## src/rtl/sig_deb_evt_multi.sv

```systemverilog
// N-channel button front end: two-flop synchroniser, shared sample prescaler,
// per-channel debounce window, press/release/long-hold pulses and a
// mode-selected output bit per channel.
module sig_deb_evt_multi #(
    parameter int N             = 4,
    parameter int CLKS_PER_SMPL = 16,
    parameter int SMPL_CNT      = 4,
    parameter int HOLD_TICKS    = 1024
) (
    input  logic         clk,
    input  logic         rst_n,
    input  logic [N-1:0] i_sig,
    input  logic [1:0]   mode,
    input  logic         clr,
    output logic [N-1:0] o_deb,
    output logic [N-1:0] o_press,
    output logic [N-1:0] o_rel,
    output logic [N-1:0] o_hold,
    output logic [N-1:0] o_state
);

    // Prescaler width; a 1-clock sample period still needs a 1-bit counter.
    localparam int PW = (CLKS_PER_SMPL > 1) ? $clog2(CLKS_PER_SMPL) : 1;
    localparam int HW = $clog2(HOLD_TICKS + 1);
    localparam logic [PW-1:0] PRE_MAX  = PW'(CLKS_PER_SMPL - 1);
    localparam logic [HW-1:0] HOLD_MAX = HW'(HOLD_TICKS);

    typedef enum logic [1:0] {
        MODE_PRESS  = 2'b00,
        MODE_REL    = 2'b01,
        MODE_FOLLOW = 2'b10,
        MODE_HOLD   = 2'b11
    } mode_e;

    logic [N-1:0]  sync1_q;
    logic [N-1:0]  sync2_q;
    logic [PW-1:0] pre_q;
    logic [PW-1:0] pre_d;
    logic          tick;

    // Shared prescaler: tick on the last count of each sample period.
    always_comb begin
        tick  = (pre_q == PRE_MAX);
        pre_d = tick ? '0 : pre_q + 1'b1;
    end

    // Prescaler and two-flop synchroniser registers.
    always_ff @(posedge clk or negedge rst_n) begin
        if (!rst_n) begin
            pre_q   <= '0;
            sync1_q <= '0;
            sync2_q <= '0;
        end else begin
            pre_q   <= pre_d;
            sync1_q <= i_sig;
            sync2_q <= sync1_q;
        end
    end

    genvar gi;
    generate
        for (gi = 0; gi < N; gi++) begin : gen_ch
            logic [SMPL_CNT-1:0] win_q;
            logic [SMPL_CNT-1:0] win_d;
            logic                deb_q;
            logic                deb_d;
            logic                deb_dly_q;
            logic [HW-1:0]       hcnt_q;
            logic [HW-1:0]       hcnt_d;
            logic                hdone_q;
            logic                hdone_d;
            logic                press_q;
            logic                press_d;
            logic                rel_q;
            logic                rel_d;
            logic                hold_q;
            logic                hold_d;
            logic                state_q;
            logic                state_d;

            // Next state: sample window, debounced level, hold counter, event pulses, output bit.
            always_comb begin
                win_d   = win_q;
                deb_d   = deb_q;
                hcnt_d  = hcnt_q;
                hdone_d = hdone_q;
                hold_d  = 1'b0;
                state_d = state_q;

                if (tick) begin
                    win_d = {win_q[SMPL_CNT-2:0], sync2_q[gi]};
                    if (&win_d) begin
                        deb_d = 1'b1;
                    end else if (~|win_d) begin
                        deb_d = 1'b0;
                    end
                end

                // Pulses trail the debounced edge by one cycle.
                press_d = deb_q & ~deb_dly_q;
                rel_d   = ~deb_q & deb_dly_q;

                // hdone blocks a second hold pulse until the button is released.
                if (!deb_q) begin
                    hcnt_d  = '0;
                    hdone_d = 1'b0;
                end else begin
                    if (tick && (hcnt_q != HOLD_MAX)) begin
                        hcnt_d = hcnt_q + 1'b1;
                    end
                    if ((hcnt_q == HOLD_MAX) && !hdone_q) begin
                        hold_d  = 1'b1;
                        hdone_d = 1'b1;
                    end
                end

                // Output bit changes on the same edge its triggering pulse asserts.
                case (mode_e'(mode))
                    MODE_PRESS:  if (press_d) state_d = ~state_q;
                    MODE_REL:    if (rel_d)   state_d = ~state_q;
                    MODE_FOLLOW: state_d = deb_q;
                    MODE_HOLD:   if (hold_d)  state_d = ~state_q;
                    default:     state_d = state_q;
                endcase

                if (clr) begin
                    state_d = 1'b0;
                end
            end

            // Per-channel state registers.
            always_ff @(posedge clk or negedge rst_n) begin
                if (!rst_n) begin
                    win_q     <= '0;
                    deb_q     <= 1'b0;
                    deb_dly_q <= 1'b0;
                    hcnt_q    <= '0;
                    hdone_q   <= 1'b0;
                    press_q   <= 1'b0;
                    rel_q     <= 1'b0;
                    hold_q    <= 1'b0;
                    state_q   <= 1'b0;
                end else begin
                    win_q     <= win_d;
                    deb_q     <= deb_d;
                    deb_dly_q <= deb_q;
                    hcnt_q    <= hcnt_d;
                    hdone_q   <= hdone_d;
                    press_q   <= press_d;
                    rel_q     <= rel_d;
                    hold_q    <= hold_d;
                    state_q   <= state_d;
                end
            end

            assign o_deb[gi]   = deb_q;
            assign o_press[gi] = press_q;
            assign o_rel[gi]   = rel_q;
            assign o_hold[gi]  = hold_q;
            assign o_state[gi] = state_q;
        end
    endgenerate

endmodule

```

## config.mk

```make
export PLATFORM = sky130hd
export DESIGN_NAME = sig_deb_evt_multi
export DESIGN_NICKNAME = d
export VERILOG_FILES = /design/src/rtl/sig_deb_evt_multi.sv
export SDC_FILE = /design/constraint.sdc
export NUM_CORES = 1
export LEC_CHECK = 0
export BUFFER_PORTS_ARGS = -buffer_cell sky130_fd_sc_hd__buf_2
export CAP_MARGIN = 30
export CELL_PAD_IN_SITES_DETAIL_PLACEMENT = 1
export CELL_PAD_IN_SITES_GLOBAL_PLACEMENT = 1
export CORE_MARGIN = 4
export CORE_UTILIZATION = 25
export CTS_CLUSTER_DIAMETER = 100
export CTS_CLUSTER_SIZE = 8
export DETAILED_ROUTE_END_ITERATION = 16
export GPL_TIMING_DRIVEN = 0
export PLACE_DENSITY = 0.56
export SLEW_MARGIN = 20
export SYNTH_ARGS = -nofsm -noshare
export SYNTH_HDL_FRONTEND = slang
export SYNTH_SLANG_ARGS = --single-unit
```

## constraint.sdc

```tcl
create_clock -name clk -period 2.5 [get_ports clk]
set_input_delay 0.5 -clock clk [delete_from_list [all_inputs] [get_ports clk]]
set_output_delay 0.5 -clock clk [all_outputs]
set_load 0.02 [all_outputs]
```

==> impl_metrics.yaml, run 1 <==
pwr:
  switchingPower_uw: 676
  power.total_uw: 3010
  power_leakage_uw: 0.00237
  power_density_nw_per_um2: 566
  p_sw_share_pct: 22.5
  combPwrFrac_pct: 3.7
  intPower_uw: 2340
  p_seq_share_pct: 52.9
  clock_power_share_pct: 43.4
  peakVddDrop_v: 0.000302
timing:
  worstMarginPinSlew_ns: 0.679
  clock_skew_ns: 0.00719
  finalWorstPathRequiredPeriod_ns: 2.10
  slew_violations: 0
  tns_ns: 0
  hold_slack_ns: 0.252
  hold_violations: 0
  fmax_mhz: 476
  slew_headroom_pct: 54.7
  rsz0062_at_grt: "no"
  period_share_pct: 84.0
  finalSetupViolCount: 0
drt:
  ant_nets: 0
  routed-via-count: 3382
  viasPerCell: 4.70
  wl_per_cell_um: 15.4
  drc: 0
  drt_iter0_markers: 198
  postRouteWirelength_um: 11100
  dr.pass1.iters: 4
synth:
  yosysWarnings: 0
  yosysSeqAreaShare_pct: 52.5
  yosysUniqueCellTypes: 42
  synth_edf_count: 0
  synthesis.area_um2: 4580
  yosysTopAreaCell: "dfrtp_1"
  synth_ff_type: "dfrtp_1"
  synth_nets: 465
  avgSynthCellArea_um2: 10.2
  ys_seq_elements: 96
  synth_top_area_share_pct: 52.5
  async_flop_share_pct: 100
  netlist_top_cells_area: "dfrtp_1 52%, nand2_1 3.9%, nor2_1 3.4%"
  synthesis.instances: 447
flow_run:
  maxCapViolCount: 0
placed_design:
  io_buffers: 27
  place.gp.congestion: 0.766
  hpwl_um: 7880
  dpl_cell_area_um2: 5030
global_route:
  antenna_found_initial: 0
  grt_pass1_wl_um: 18900
  track_usage_pct: 11.7
  grt_pass1_vias: 3682
  grt_overflow: 0
  grt_max_degree: 75
critical_path:
  start_kind: "flop"
  path_class: "flop to flop"
  max_stage_delay_ns: 0.41
  end_kind: "flop"
  path_cells: "ha_1 -> and3_1 -> buf_2 -> buf_2 -> buf_1 -> nand2_1 -> nand2_1"
  crit_buf_inv: 3
  worst_ep_required_time_ns: 2.79
  cp.arrival_ns: 2.38
  cp_max_fo: 10
  cp_slowest_cell: "buf_1"
  crit_family: "buffers and inverters"
clock_tree:
  postCtsSetupRepairBufs: 0
  worstSkewPairLatency_ns: 0.35
  clk_pin_slew_ns: 0.07
  clk_path_buf_depth: 2
  htreeDepth: 3
  cts_tree: "yes"
  clockRootBuffer: "clkbuf_16"
  postCtsResizedCells: 0
  numCtsBuffers: 9
  hold_buffers: 1
  clock-sinks: 96
die:
  core-area_um2: 18000
  initial_utilization_pct: 25.5
  fp-row-count: 49
  dieArea_um2: 20500
  die_y_um: 143
  fp.dieW_um: 143
  ios: 29
final_layout:
  diodes: 0
  final_area_um2: 5320
  nets: 505
  post-route-util_pct: 29.6
  area_growth_pct: 16.1
  drive_above_1_share_pct: 14.3
hold_path:
  holdCritPathClass: "input port to flop"
outcome:
  status: "finished clean"
sequential cells by signal, indices dropped and copies added, names as in the netlist:
| name | flops |
|---|---|
| sync1_q | 4 |
| gen_ch.hcnt_q | 44 |
| gen_ch.hold_q | 4 |
| gen_ch.hdone_q | 4 |
| gen_ch.deb_dly_q | 4 |
| sync2_q | 4 |
| gen_ch.win_q | 12 |
| pre_q | 4 |
| gen_ch.press_q | 4 |
| gen_ch.rel_q | 4 |
| gen_ch.deb_q | 4 |
| gen_ch.state_q | 4 |
layout make-up:
cell class	instances	area (um^2)
clock inverters	3	17.5
fillers	2057	12600
plain buffers	35	210
well taps	229	287
clock buffers	12	256
multi-input cells	299	1900
repair buffers	29	179
flip-flops and latches	96	2400
inverters	17	63.8
layout by cell type (no fill, tap or decap), types with 7 or more instances in the layout:
cell type	count
xor2_1	17
mux2i_1	11
nand3_1	11
buf_4	20
clkbuf_16	9
or4_1	10
and4_1	9
and2_1	13
buf_2	29
nand2b_1	9
ha_1	9
o21ai_0	7
nand4_1	21
dfrtp_1	96
nor2_1	41
a31oi_1	11
inv_1	17
nand2_1	48
clkbuf_1	12
nor2b_1	12
a21oi_1	16
xnor2_1	13
cell usage after synthesis, types with 4 or more instances:
master and count:
a211o_1 4, a21oi_1 16, a31oi_1 11, and2_1 13, and3_1 5, and4_1 9, buf_4 20, clkbuf_1 11
dfrtp_1 96, ha_1 9, inv_1 17, mux2i_1 11, nand2_1 48, nand2b_1 9, nand3_1 11, nand4_1 21
nor2_1 41, nor2b_1 12, nor4_1 4, o21ai_0 7, o31ai_1 5, or3_1 5, or4_1 10, xnor2_1 13
xor2_1 17
metrics by stage:
step | instances | setup slack, ns
after floorplan | 447 | 0.728
after global placement | 703 | -0.154
after detailed placement | 704 | 0.355
after CTS | 720 | 0.335
after global routing | 720 | 0.155
final | 720 | 0.401
worst paths after layout:
| kind | startpoint | end | slack, ns | depth (start not counted) |
|---|---|---|---|---|
| setup / recovery | pre_q[0] | gen_ch[1].win_q[2] | 0.40 | 7 |
| hold / removal | i_sig[2] | sync1_q[2] | 0.25 | 1 |
| setup reg to reg | pre_q[0] | gen_ch[1].win_q[2] | 0.40 | 7 |
| hold reg to reg | sync1_q[3] | sync2_q[3] | 0.35 | 0 |
| max in group asynchronous | rst_n | gen_ch[0].hcnt_q[5] | 1.30 | 3 |
| min in group asynchronous | rst_n | gen_ch[3].hcnt_q[3] | 0.56 | 2 |
worst reg2reg max path: stages, from the launching register on:
cell     delay, ns
dfrtp_1       0.40
ha_1          0.34
and3_1        0.19
buf_2         0.20
buf_2         0.30
buf_1         0.41
nand2_1       0.11
nand2_1       0.08
cell families (layout without fill, tap and decap cells):
| family | after synthesis | count (layout) | share of synthesized area [%] |
|---|---|---|---|
| simple gates | 197 | 197 | 23.2 |
| fa+ha+maj | 9 | 9 | 2.46 |
| compound gates | 52 | 52 | 7.73 |
| flops | 96 | 96 | 52.5 |
| xor+xnor | 30 | 30 | 5.74 |
| mux | 11 | 11 | 2.40 |
| buf+inv | 52 | 96 | 5.98 |
power groups by stage:
stage / clock (uW) / combinational (uW) / sequential [uW]
3_3_place_gp: 0 / 104 / 1620
5_1_grt: 1420 / 127 / 1590
2_1_floorplan: 0 / 49.6 / 1620
4_1_cts: 1360 / 116 / 1590
3_5_place_dp: 0 / 114 / 1620
6_report: 1310 / 111 / 1590
routing by layer:
layer / up-vias / track usage [%] / part of all wire (%)
met4: 0 / 2.68 / 1.0
met5: - / 0 / 0
met1: 1729 / 14.6 / 46
met3: 10 / 3.19 / 2.9
li1: 1615 / - / -
met2: 28 / 20.2 / 50
No activity file was read; power rests on OpenSTA's default activity.
==> inputs of run 2 (changes only) <==
--- a/config.mk
+++ b/config.mk
@@ -15,7 +15,7 @@
 export CTS_CLUSTER_SIZE = 8
 export DETAILED_ROUTE_END_ITERATION = 16
 export GPL_TIMING_DRIVEN = 0
-export PLACE_DENSITY = 0.56
+export PLACE_DENSITY = 0.58
 export SLEW_MARGIN = 20
 export SYNTH_ARGS = -nofsm -noshare
 export SYNTH_HDL_FRONTEND = slang
==> constraint.sdc (replaced) <==
create_clock -name clk -period 1.85 [get_ports clk]
set_input_delay 0.37 -clock clk [delete_from_list [all_inputs] [get_ports clk]]
set_output_delay 0.37 -clock clk [all_outputs]
set_load 0.02 [all_outputs]
==> run 2 against run 1 <==
Against the previous run: clock skew grew 0.00082 ns; combinational power is 31% higher; via count up 1.7%; non-clock buffer count is 11 higher; global-route usage decreased by 0.12 points; die area unchanged; largest power group unchanged; highest routed layer unchanged.
==> impl_metrics.yaml, run 2 (synthesized netlist as in run 1, its figures left out) <==
global_route:
  track_usage_pct: 11.5
  grtUsageMet3_pct: 3.09
  use_met2_pct: 18.9
  grt_pass1_wl_um: 18700
  antenna_found_initial: 0
  busiest_layer: "met2"
  grt_pass1_vias: 3606
  grtUsageMet1_pct: 15.4
  grt_max_degree: 74
  grt_overflow: 0
clock_tree:
  htreeDepth: 3
  numCtsBuffers: 9
  clock-sinks: 96
  clockRootBuffer: "clkbuf_16"
  worstSkewPairLatency_ns: 0.35
  clk_path_buf_depth: 2
  clk_pin_slew_ns: 0.06
  cts_tree: "yes"
pwr:
  combPwrFrac_pct: 3.6
  p_sw_share_pct: 22.0
  peakVddDrop_v: 0.000419
  switchingPower_uw: 880
  power.total_uw: 4000
  power_density_nw_per_um2: 727
  intPower_uw: 3120
  power_leakage_uw: 0.00242
  clock_power_share_pct: 42.5
  p_seq_share_pct: 53.9
placed_design:
  dp_slack_ns: -0.312
  place.gp.congestion: 0.774
  io_buffers: 27
  hpwl_um: 7670
  dpl_cell_area_um2: 5030
final_layout:
  largestRegisters: "gen_ch.hcnt_q (44), gen_ch.win_q (12)"
  area_growth_pct: 20.1
  top_register: "gen_ch.hcnt_q"
  final_area_um2: 5500
  layout_common_cells: "92 x dfrtp_1, 48 x nand2_1, 41 x nor2_1"
  regArea_um2: 2410
  nFillCells: 2057
  post-route-util_pct: 30.6
  largest_reg_flops: 44
  multi_input_area_um2: 2000
  drive_above_1_share_pct: 19.8
  diodes: 0
  final_common_cell: "dfrtp_1"
  nets: 516
drt:
  viasPerCell: 4.71
  routed-via-count: 3439
  wl_per_cell_um: 15.2
  postRouteWirelength_um: 11100
  ant_nets: 0
  drt_iter0_markers: 140
  drc: 0
  dr.pass1.iters: 4
die:
  dieArea_um2: 20500
  fp.dieW_um: 143
  initial_utilization_pct: 25.5
  fp-row-count: 49
  die_y_um: 143
  core-area_um2: 18000
  ios: 29
critical_path:
  end_kind: "flop"
  cp_max_fo: 5
  start_kind: "flop"
  path_class: "flop to flop"
  worst_ep_required_time_ns: 2.07
  cp.arrival_ns: 2.03
flow_run:
  maxCapViolCount: 0
timing:
  hold_violations: 0
  period_share_pct: 97.9
  worstMarginPinSlew_ns: 0.527
  slew_violations: 0
  finalSetupViolCount: 0
  slew_headroom_pct: 64.5
  finalWorstPathRequiredPeriod_ns: 1.81
  fmax_mhz: 552
  setup_ws_ns: 0.0380
  tns_ns: 0
  clock_skew_ns: 0.00801
outcome:
  status: "finished clean"
hold_path:
  holdCritPathClass: "input port to flop"
## run 2: layer usage
metal | routed length [um] | vias up
met5 | 0 | -
met4 | 93 | 0
met3 | 348 | 10
met2 | 5440 | 33
met1 | 5240 | 1756
li1 | - | 1640
## run 2: critical path: stages, from the launching register on
cell and delay [ns]:
dfrtp_2 0.44, or4_4 0.57, o311ai_4 0.42, xor2_1 0.20, nor2_1 0.05
## run 2: cell type report
| type | instances | share of cell area, % |
|---|---|---|
| plain buffers | 35 | 4.03 |
| multi-input cells | 299 | 36.4 |
| repair buffers | 40 | 4.76 |
| clock inverters | 1 | 0.0910 |
| flip-flops and latches | 96 | 43.8 |
| well taps | 229 | 5.21 |
| clock buffers | 13 | 4.55 |
| inverters | 17 | 1.16 |
## run 2: worst paths after layout
check / endpoint / slack, ns / start / cells past startpoint
max: gen_ch[3].hcnt_q[2] / 0.04 / gen_ch[3].hcnt_q[3] / 4
min: sync1_q[0] / 0.13 / i_sig[0] / 1
max reg2reg: gen_ch[3].hcnt_q[2] / 0.04 / gen_ch[3].hcnt_q[3] / 4
min reg2reg: sync2_q[1] / 0.35 / sync1_q[1] / 0
max in group asynchronous: gen_ch[0].hcnt_q[1] / 0.76 / rst_n / 3
min in group asynchronous: gen_ch[3].hcnt_q[1] / 0.43 / rst_n / 2
## run 2: power by group through the flow
| stage | Sequential [uW] | Clock (uW) | Combinational [uW] |
|---|---|---|---|
| CTS | 2150 | 1760 | 152 |
| finish | 2150 | 1700 | 145 |
| global placement | 2190 | 0 | 137 |
| detailed placement | 2190 | 0 | 149 |
| global route | 2160 | 1840 | 168 |
| floorplan | 2180 | 0 | 67.0 |
## run 2: repair_timing
action	4_1_cts	5_1_grt
endpoints found under the hold margin	23	0
pin swaps	1	8
hold buffers	1	0
gates resized for setup	12	17
buffers inserted	3	8
setup endpoints to repair	41	23
## run 2: metrics by stage
| stage | hold WS (ns) | cells |
|---|---|---|
| after floorplan | 0.0744 | 447 |
| after global placement | 0.334 | 703 |
| after detailed placement | 0.244 | 704 |
| after CTS | 0.113 | 722 |
| after global routing | 0.111 | 730 |
| final | 0.125 | 730 |
==> inputs of run 3 (changes only) <==
--- a/config.mk
+++ b/config.mk
@@ -9,13 +9,14 @@
 export CAP_MARGIN = 30
 export CELL_PAD_IN_SITES_DETAIL_PLACEMENT = 1
 export CELL_PAD_IN_SITES_GLOBAL_PLACEMENT = 1
+export CORE_ASPECT_RATIO = 0.8
 export CORE_MARGIN = 4
-export CORE_UTILIZATION = 25
+export CORE_UTILIZATION = 43
 export CTS_CLUSTER_DIAMETER = 100
 export CTS_CLUSTER_SIZE = 8
 export DETAILED_ROUTE_END_ITERATION = 16
-export GPL_TIMING_DRIVEN = 0
-export PLACE_DENSITY = 0.58
+export GPL_TIMING_DRIVEN = 1
+export PLACE_DENSITY = 0.84
 export SLEW_MARGIN = 20
 export SYNTH_ARGS = -nofsm -noshare
 export SYNTH_HDL_FRONTEND = slang
==> run 3 against run 2 <==
Against the previous run: hold slack better by 0.0066 ns; critical path depth up 1; sequential power is essentially flat; critical path type unchanged; setup slack worse by 0.013 ns; clock skew is essentially flat; non-clock buffer count down 20.
==> impl_metrics.yaml, run 3 (synthesized netlist as in run 1, its figures left out) <==
critical_path:
  cp.arrival_ns: 2.09
  end_kind: "flop"
  max_stage_delay_ns: 0.47
  path_class: "flop to flop"
  r2r-start: "pre_q[1]"
  crit_start: "pre_q[1]"
  reg2reg_depth: 5
  rr_endpoint: "gen_ch[0].hcnt_q[10]"
  cp_slowest_cell: "or4_1"
  path_cells: "ha_4 -> nand3_2 -> a311o_1 -> or4_1 -> a21oi_1"
  worst_ep_required_time_ns: 2.12
  start_kind: "flop"
  cp_max_fo: 5
  rrSetupSlack_ns: 0.02
  critical_path.endpoint: "gen_ch[0].hcnt_q[10]"
global_route:
  antenna_found_initial: 0
  track_usage_pct: 19.3
  grt_overflow: 0
  grt_max_degree: 42
  grt_pass1_wl_um: 18600
  grt_pass1_vias: 3719
timing:
  clock_skew_ns: 0.00789
  hold_violations: 0
  worstMarginPinSlew_ns: 0.440
  period_share_pct: 98.7
  slew_violations: 0
  rsz0062_at_grt: "yes"
  finalWorstPathRequiredPeriod_ns: 1.83
  finalSetupViolCount: 0
  tns_ns: 0
  slew_headroom_pct: 70.4
  fmax_mhz: 548
die:
  initial_utilization_pct: 44.4
  core-area_um2: 10300
  dieArea_um2: 12400
  die_y_um: 100
  fp-row-count: 33
  fp.dieW_um: 123
  ios: 29
drt:
  drc: 0
  dr.pass1.iters: 4
  viasPerCell: 5.50
  routed-via-count: 3413
  postRouteWirelength_um: 11300
  ant_nets: 0
  drt_iter0_markers: 208
  wl_per_cell_um: 18.2
final_layout:
  drive_above_1_share_pct: 18.7
  largestRegisters: "gen_ch.hcnt_q (44), gen_ch.win_q (12)"
  finalNonFillerCells: 621
  post-route-util_pct: 51.2
  diodes: 0
  layout_common_cells: "89 x dfrtp_1, 48 x nand2_1, 41 x nor2_1"
  area_growth_pct: 15.4
  nFillCells: 1168
  multi_input_area_um2: 1990
  nets: 496
  largest_reg_flops: 44
  regArea_um2: 2410
  final_common_cell: "dfrtp_1"
  top_register: "gen_ch.hcnt_q"
placed_design:
  dp_cells: 602
  place.gp.congestion: 0.851
  io_buffers: 28
  hpwl_um: 7790
hold_path:
  holdCritPathClass: "input port to flop"
pwr:
  peakVddDrop_v: 0.000351
  switchingPower_uw: 870
  combPwrFrac_pct: 3.5
  power_leakage_uw: 0.00236
  p_seq_share_pct: 53.2
  intPower_uw: 3190
  clock_power_share_pct: 43.4
  power_density_nw_per_um2: 767
  p_sw_share_pct: 21.4
clock_tree:
  cts_tree: "yes"
  numCtsBuffers: 9
  clk_pin_slew_ns: 0.06
  clock-sinks: 96
  clockRootBuffer: "clkbuf_16"
  clk_path_buf_depth: 2
  htreeDepth: 3
  worstSkewPairLatency_ns: 0.34
outcome:
  status: "finished clean"
flow_run:
  maxCapViolCount: 0
## run 3: cell types whose count changed in the layout (fill, tap and decap cells not counted), sizes merged
cell	previous run	this run
clkinv	1	0
buf	64	54
clkbuf	23	14
## run 3: worst min-delay path by stage
| stage | from | end | slack, ns | cells past startpoint |
|---|---|---|---|---|
| floorplan | rst_n | gen_ch[0].deb_dly_q | 0.07 | 0 |
| global placement | rst_n | gen_ch[0].hcnt_q[4] | 0.31 | 1 |
| detailed placement | rst_n | gen_ch[0].hcnt_q[3] | 0.31 | 1 |
| CTS | i_sig[1] | sync1_q[1] | 0.12 | 1 |
| global route | i_sig[1] | sync1_q[1] | 0.12 | 1 |
| finish | i_sig[1] | sync1_q[1] | 0.13 | 1 |
## run 3: worst max-delay path, delay by kind of cell, from the launching register on
kind            cells  cell delay [ns]
simple gates        2             0.61
compound gates      2             0.50
flops               1             0.43
fa+ha+maj           1             0.20
## run 3: layout make-up
type                    count  share of cell area [%]
multi-input cells         299                    37.6
clock buffers              14                    5.19
repair buffers             55                    7.03
well taps                 140                    3.32
inverters                  17                    1.21
flip-flops and latches     96                    45.6
## run 3: repair_timing
item                                    in CTS  in global routing
pin swaps                                    1                  2
hold endpoints to repair                    22                  0
endpoints found under the setup margin       4                 30
buffers inserted                             2                  2
hold buffers                                 1                  0
resized for setup                            4                 22
cloned                                       0                  0
## run 3: metrics by stage
| step | instance area (um^2) | worst slack, ns | hold WS (ns) | total power, uW |
|---|---|---|---|---|
| after floorplan | 4580 | 0.0775 | 0.0744 | 2250 |
| after global placement | 4860 | 0.0918 | 0.309 | 2330 |
| after detailed placement | 4860 | -0.0365 | 0.311 | 2340 |
| after CTS | 5180 | 0.00277 | 0.121 | 4100 |
| after global routing | 5280 | -0.0667 | 0.120 | 4210 |
| final | 5280 | 0.0246 | 0.132 | 4050 |
## run 3: per-layer routing
layer | global-route usage, % | part of all wire (%) | up-vias
met1 | 24.4 | 44 | 1748
met4 | 6.13 | 1.8 | 0
li1 | - | - | 1595
met5 | 0 | 0 | -
met2 | 32.9 | 51 | 50
met3 | 4.51 | 3.1 | 20
## run 3: power groups by stage
stage                     sequential (uW)  combinational [uW]  clock [uW]
after global placement               2190                 137           0
after CTS                            2160                 146        1800
after floorplan                      2180                67.0           0
after detailed placement             2190                 143           0
after global routing                 2160                 161        1890
final                                2160                 141        1760
